===== src/rtl/program_loader_if.sv =====
// Byte-stream input and memory write port of the program loader.
interface program_loader_if;
    logic        byte_valid;
    logic [7:0]  byte_data;
    logic        byte_ready;
    logic [31:0] Address;
    logic [31:0] Write_data;
    logic        MemWrite;

    // master feeds program bytes and observes the memory port; slave is the loader.
    modport master (output byte_valid, byte_data,
                    input  byte_ready, Address, Write_data, MemWrite);
    modport slave  (input  byte_valid, byte_data,
                    output byte_ready, Address, Write_data, MemWrite);
endinterface


===== src/rtl/program_loader.sv =====
// Loads a length-prefixed serial byte stream into word memory, big-endian,
// holding the CPU until the last word has been written.
module program_loader #(
    parameter int RAM_SIZE     = 256,
    parameter int RAM_SIZE_BIT = 8,
    parameter int BASE_WORD    = 0
) (
    input  logic            clk,
    input  logic            reset,
    input  logic            start,
    program_loader_if.slave bus,
    output logic            cpu_hold,
    output logic            done,
    output logic [7:0]      word_count
);
    typedef enum logic [2:0] {IDLE, HDR, DATA, WRITE, DONE} state_t;

    state_t                  state, state_next;
    logic [7:0]              word_idx;
    logic [1:0]              byte_cnt;
    logic [31:0]             addr_q;
    logic [31:0]             wdata_q;
    logic                    ready;
    logic                    accept;
    logic                    mem_write;
    logic                    last_word;
    logic [RAM_SIZE_BIT-1:0] ram_idx;

    assign ready     = (state == HDR) || (state == DATA);
    assign accept    = bus.byte_valid && ready;
    assign last_word = (word_idx + 8'd1) == word_count;
    // Word slot wraps around the end of memory when BASE_WORD is near the top.
    assign ram_idx   = RAM_SIZE_BIT'((32'(word_idx) + 32'(BASE_WORD)) % 32'(RAM_SIZE));

    // NOTE: registers use non-blocking (<=) so every flop samples pre-edge values.
    always_ff @(posedge clk or negedge reset) begin
        if (!reset) state <= IDLE;
        else        state <= state_next;
    end

    // NOTE: every output is defaulted first so no path through the case infers a latch.
    always_comb begin
        state_next = state;
        cpu_hold   = 1'b0;
        done       = 1'b0;
        mem_write  = 1'b0;
        case (state)
            IDLE: if (start) state_next = HDR;
            HDR: begin
                cpu_hold = 1'b1;
                if (bus.byte_valid) state_next = (bus.byte_data == 8'd0) ? DONE : DATA;
            end
            DATA: begin
                cpu_hold = 1'b1;
                if (bus.byte_valid && byte_cnt == 2'd3) state_next = WRITE;
            end
            WRITE: begin
                cpu_hold   = 1'b1;
                mem_write  = 1'b1;
                state_next = last_word ? DONE : DATA;
            end
            DONE: begin
                done = 1'b1;
                if (start) state_next = HDR;
            end
            default: state_next = IDLE;
        endcase
    end

    always_ff @(posedge clk or negedge reset) begin
        if (!reset) begin
            word_idx   <= '0;
            byte_cnt   <= '0;
            word_count <= '0;
            addr_q     <= '0;
            wdata_q    <= '0;
        end else begin
            case (state)
                IDLE, DONE: if (start) begin
                    word_idx <= '0;
                    byte_cnt <= '0;
                end
                HDR: if (accept) word_count <= bus.byte_data;
                DATA: if (accept) begin
                    wdata_q  <= {wdata_q[23:0], bus.byte_data};
                    byte_cnt <= byte_cnt + 2'd1;
                    // Address is latched as the word completes so it is steady through WRITE.
                    if (byte_cnt == 2'd3) addr_q <= 32'({ram_idx, 2'b00});
                end
                WRITE: begin
                    word_idx <= word_idx + 8'd1;
                    byte_cnt <= '0;
                end
                default: ;
            endcase
        end
    end

    assign bus.byte_ready = ready;
    assign bus.Address    = addr_q;
    assign bus.Write_data = wdata_q;
    assign bus.MemWrite   = mem_write;
endmodule


===== src/flat_wrapper.sv =====
// flat-port wrapper written by rule: the top's interface ports become plain ports
module program_loader_flat 
#(
    parameter int RAM_SIZE     = 256,
    parameter int RAM_SIZE_BIT = 8,
    parameter int BASE_WORD    = 0
)
  (clk, reset, start, cpu_hold, done, word_count, bus_byte_valid, bus_byte_data, bus_byte_ready, bus_Address, bus_Write_data, bus_MemWrite);
  program_loader_if bus_i ();
  input  logic clk;
  input  logic reset;
  input  logic start;
  output logic cpu_hold;
  output logic done;
  output logic [7:0] word_count;
  input wire logic [$bits(bus_i.byte_valid)-1:0] bus_byte_valid;
  input wire logic [$bits(bus_i.byte_data)-1:0] bus_byte_data;
  output wire logic [$bits(bus_i.byte_ready)-1:0] bus_byte_ready;
  output wire logic [$bits(bus_i.Address)-1:0] bus_Address;
  output wire logic [$bits(bus_i.Write_data)-1:0] bus_Write_data;
  output wire logic [$bits(bus_i.MemWrite)-1:0] bus_MemWrite;
  assign bus_i.byte_valid = bus_byte_valid;
  assign bus_i.byte_data = bus_byte_data;
  assign bus_byte_ready = bus_i.byte_ready;
  assign bus_Address = bus_i.Address;
  assign bus_Write_data = bus_i.Write_data;
  assign bus_MemWrite = bus_i.MemWrite;
  program_loader #(.RAM_SIZE(RAM_SIZE), .RAM_SIZE_BIT(RAM_SIZE_BIT), .BASE_WORD(BASE_WORD)) u_core (.clk(clk), .reset(reset), .start(start), .bus(bus_i), .cpu_hold(cpu_hold), .done(done), .word_count(word_count));
endmodule

===== config.mk =====
export PLATFORM = sky130hd
export DESIGN_NAME = program_loader_flat
export DESIGN_NICKNAME = d
export VERILOG_FILES = /design/src/rtl/program_loader_if.sv /design/src/rtl/program_loader.sv /design/src/flat_wrapper.sv
export SDC_FILE = /design/constraint.sdc
export NUM_CORES = 1
export LEC_CHECK = 0
export ABC_AREA = 0
export BUFFER_PORTS_ARGS = -buffer_cell sky130_fd_sc_hd__buf_2
export CAP_MARGIN = 20
export CORE_ASPECT_RATIO = 0.75
export CORE_UTILIZATION = 51
export CTS_BUF_LIST = sky130_fd_sc_hd__clkbuf_16
export DETAILED_ROUTE_END_ITERATION = 6
export GPL_TIMING_DRIVEN = 0
export PLACE_DENSITY_LB_ADDON = 0.05
export RECOVER_POWER = 25
export REMOVE_ABC_BUFFERS = 1
export SLEW_MARGIN = 20
export SYNTH_ARGS = -nofsm -noshare
export SYNTH_HDL_FRONTEND = slang
export SYNTH_SLANG_ARGS = --single-unit
export TNS_END_PERCENT = 1

===== constraint.sdc =====
create_clock -name clk -period 2.18 [get_ports clk]
set_input_delay 0.218 -clock clk [delete_from_list [all_inputs] [get_ports clk]]
set_output_delay 0.218 -clock clk [all_outputs]
set_load 0.05 [all_outputs]

==> flow_metrics.py <==
metrics = {
    "final_layout": {
        "fin_nets": 318,
        "finalInstanceArea_sq_um": 3488,
        "diodes": 0,
        "drive_gt1_frac": 0.3883,
        "syn2layout_area_growth_pct": 21.27,
    },
    "synth": {
        "synth_edf_count": 0,
        "yosysTopAreaCell": "dfrtp_1",
        "yosys_warnings": 0,
        "ys_seq_area_frac": 0.5307,
        "synth_top_area_frac": 0.5307,
        "synth_seq_cells": 61,
        "syn_inst": 234,
        "synthDistinctLibCells": 43,
        "syn_area_sq_um": 2877,
        "async_flop_share": 1.000,
        "ys_top_cells_by_area": "dfrtp_1 53%, mux2_2 16%, buf_4 6.3%",
        "synth-main-ff-cell": "dfrtp_1",
        "syn_area_per_cell_sq_um": 12.29,
    },
    "timing": {
        "min_period_ps": 1992,
        "hold_violations": 0,
        "setup_viol": 0,
        "slew_viol_final": 0,
        "fin_ws_ps": 187.8,
        "rsz0062_at_grt": "false",
        "slew_headroom": 0.02140,
        "fin_skew_ps": 5.952,
        "fin_crit_sh": 0.9138,
        "fmax_mhz": 502.0,
        "worst_slew_pin_slew_ps": 1468,
    },
    "clock_network": {
        "clock-root-buffer": "clkbuf_16",
        "cts_num_sinks": 61,
        "post_cts_buffers": 0,
        "clk_path_buf_depth": 2,
        "cts_htree_levels": 3,
        "cts_inserted_buffers": 9,
        "cts_tree": "built",
        "clk_latency_ps": 320,
        "cts.reportedPaths.clkPinSlew_ps": 50,
    },
    "detailed_routing": {
        "drt_iter0_drc": 102,
        "via_count": 1983,
        "routedWlPerCell_um": 14.42,
        "drt-pass1-iter-count": 4,
        "wl_um": 5537,
        "drcViolationCount": 0,
        "drtAntennaViolNets": 0,
        "detail_route.vias_per_cell": 5.164,
    },
    "setup_path": {
        "crit_slowest_cell": "dfrtp_1",
        "reg2reg_slack_ps": 190,
        "cp.arrival_ps": 2210,
        "path_class": "flop to flop",
        "worstSetupStartpointType": "flop",
        "critPathMaxStageDelay_ps": 460,
        "crit_fanout": 8,
        "worst_setup_path_end_kind": "flop",
        "path_cells": "ha_1, xor2_1, a211o_1, a2111oi_2, nand4_1, o31ai_1",
        "path_buf_inv": 0,
        "path_delay_family": "compound AO/OA/AOI/OAI gates",
        "critPathRequiredTime_ps": 2400,
    },
    "power_and_ir_drop": {
        "cellLeakagePower_nw": 1.638,
        "irDropWorstVdd_uv": 882.1,
        "p_per_area_nw_per_um2": 1579,
    },
    "die": {
        "core_sq_um": 5381,
        "die_w_um": 88.72,
        "io_pins": 88,
        "die_h_um": 67.04,
        "dieArea_sq_um": 5948,
        "rows": 23,
        "initial_core_util": 0.5345,
    },
    "global_route": {
        "grt_max_degree": 62,
        "grt_pass1_wl_um": 8528,
        "overflow": 0,
        "grtUsageTotal": 0.1990,
        "grt_pass1_vias": 1714,
        "antenna_found_initial": 0,
    },
    "status": {
        "status": "completed",
    },
    "placement": {
        "preCtsSetupSlack_ps": 225.0,
        "placed_area_sq_um": 3203,
        "dp_hpwl_um": 3880,
        "gp_congestion": 0.7953,
        "port_buffers": 63,
    },
    "job": {
        "drv_cap": 0,
    },
    "worst_hold_path": {
        "min_path_type": "input port to flop",
    },
}
worst register-to-register path, cell delays in order (launching register included):
cell and delay, ps:
dfrtp_1 460, ha_1 350, xor2_1 150, a211o_1 290, a2111oi_2 230, nand4_1 170, o31ai_1 240
cells in the mapped netlist (all sizes together) (2+ instances only):
library cell and instances:
nor2b 4, clkbuf 2, o21ai 14, and3 2
and2 4, a32oi 2, nor4 2, xnor2 9
ha 2, nand4 4, nand3 5, nor2 10
nand2 10, buf 28, dfrtp 61, nor3 3
inv 4, o31ai 4, mux2 48
path summary, 6_finish.rpt:
check                              startpoint                        end  depth (start not counted)
max                        u_core.word_idx[0]            u_core.state[2]                          6
min                          bus_byte_data[7]   u_core.bus.Write_data[7]                          2
max in group asynchronous               reset  u_core.bus.Write_data[10]                          2
min reg2reg                u_core.byte_cnt[0]         u_core.byte_cnt[0]                          1
min in group asynchronous               reset  u_core.bus.Write_data[23]                          2
max reg2reg                u_core.word_idx[0]            u_core.state[2]                          6
cell type report:
| cell class | count | area, sq um |
|---|---|---|
| flip-flops and latches | 61 | 1526 |
| repair buffers | 66 | 346.6 |
| clock buffers | 9 | 225.2 |
| fillers | 458 | 1893 |
| clock inverters | 7 | 58.81 |
| inverters | 4 | 15.01 |
| well taps | 75 | 93.84 |
| multi-input cells | 162 | 1222 |
report_power, final:
group | switching (W) | internal [W]
logic | 0.00169 | 0.000657
registers | 0.000310 | 0.00152
clock network | 0.000464 | 0.000866
total | 0.00247 | 0.00304
metal layers:
metal / track usage / up-vias / wire length, um
met5: 0 / - / 0
met4: 0.06653 / 0 / 60
met3: 0.07559 / 5 / 345
met2: 0.2856 / 80 / 2504
met1: 0.2745 / 965 / 2626
li1: - / 933 / -
flip-flops by register name (all words and copies together), names as in the netlist:
signal	cells
u_core.bus.Write_data	32
u_core.bus.Address	8
u_core.word_count	8
u_core.word_idx	8
u_core.state	3
u_core.byte_cnt	2
cells in the final DEF (no fill, tap or decap), types with 4 or more instances in the layout:
cell / n
buf_2: 55
nor2b_1: 4
conb_1: 24
dfrtp_1: 61
and2_1: 4
xnor2_1: 9
o21ai_0: 10
o21ai_1: 4
nand4_1: 4
clkbuf_1: 7
o31ai_1: 4
mux2_1: 8
inv_1: 5
nand3_1: 5
nand2_1: 8
clkbuf_16: 9
mux2_2: 40
nor2_1: 9
cell families (layout without fill, tap and decap cells):
kind of cell	count (synthesis)	count (layout)	share of synthesized area
multiplexers	48	48	0.1879
flip-flops	61	61	0.5307
other	1	24	0.001304
buffers and inverters	34	86	0.07742
adder cells (fa/ha/maj)	2	2	0.008698
AND/OR/NAND/NOR	48	48	0.09047
XOR/XNOR	10	10	0.03045
AO/OA/AOI/OAI	30	30	0.07308
stage by stage:
| step | TNS [ps] | total power (W) | utilization | hold slack (ps) | instances |
|---|---|---|---|---|---|
| floorplan | -15470 | 0.003656 | - | -77.59 | 227 |
| global placement | -42700 | 0.004147 | 0.5880 | 469.2 | 365 |
| detailed placement | 0 | 0.004216 | 0.5952 | 334.7 | 367 |
| CTS | 0 | 0.005574 | 0.6498 | 155.1 | 384 |
| global route | 0 | 0.005796 | 0.6482 | 159.4 | 384 |
| finish | 0 | 0.005507 | 0.6482 | 160.5 | 384 |
timing repair:
item,in CTS,in global routing
resized for setup,0,1
hold buffers,1,0
endpoints found under the setup margin,0,1
endpoints found under the hold margin,3,0
Power figures use the tool's default switching activity.
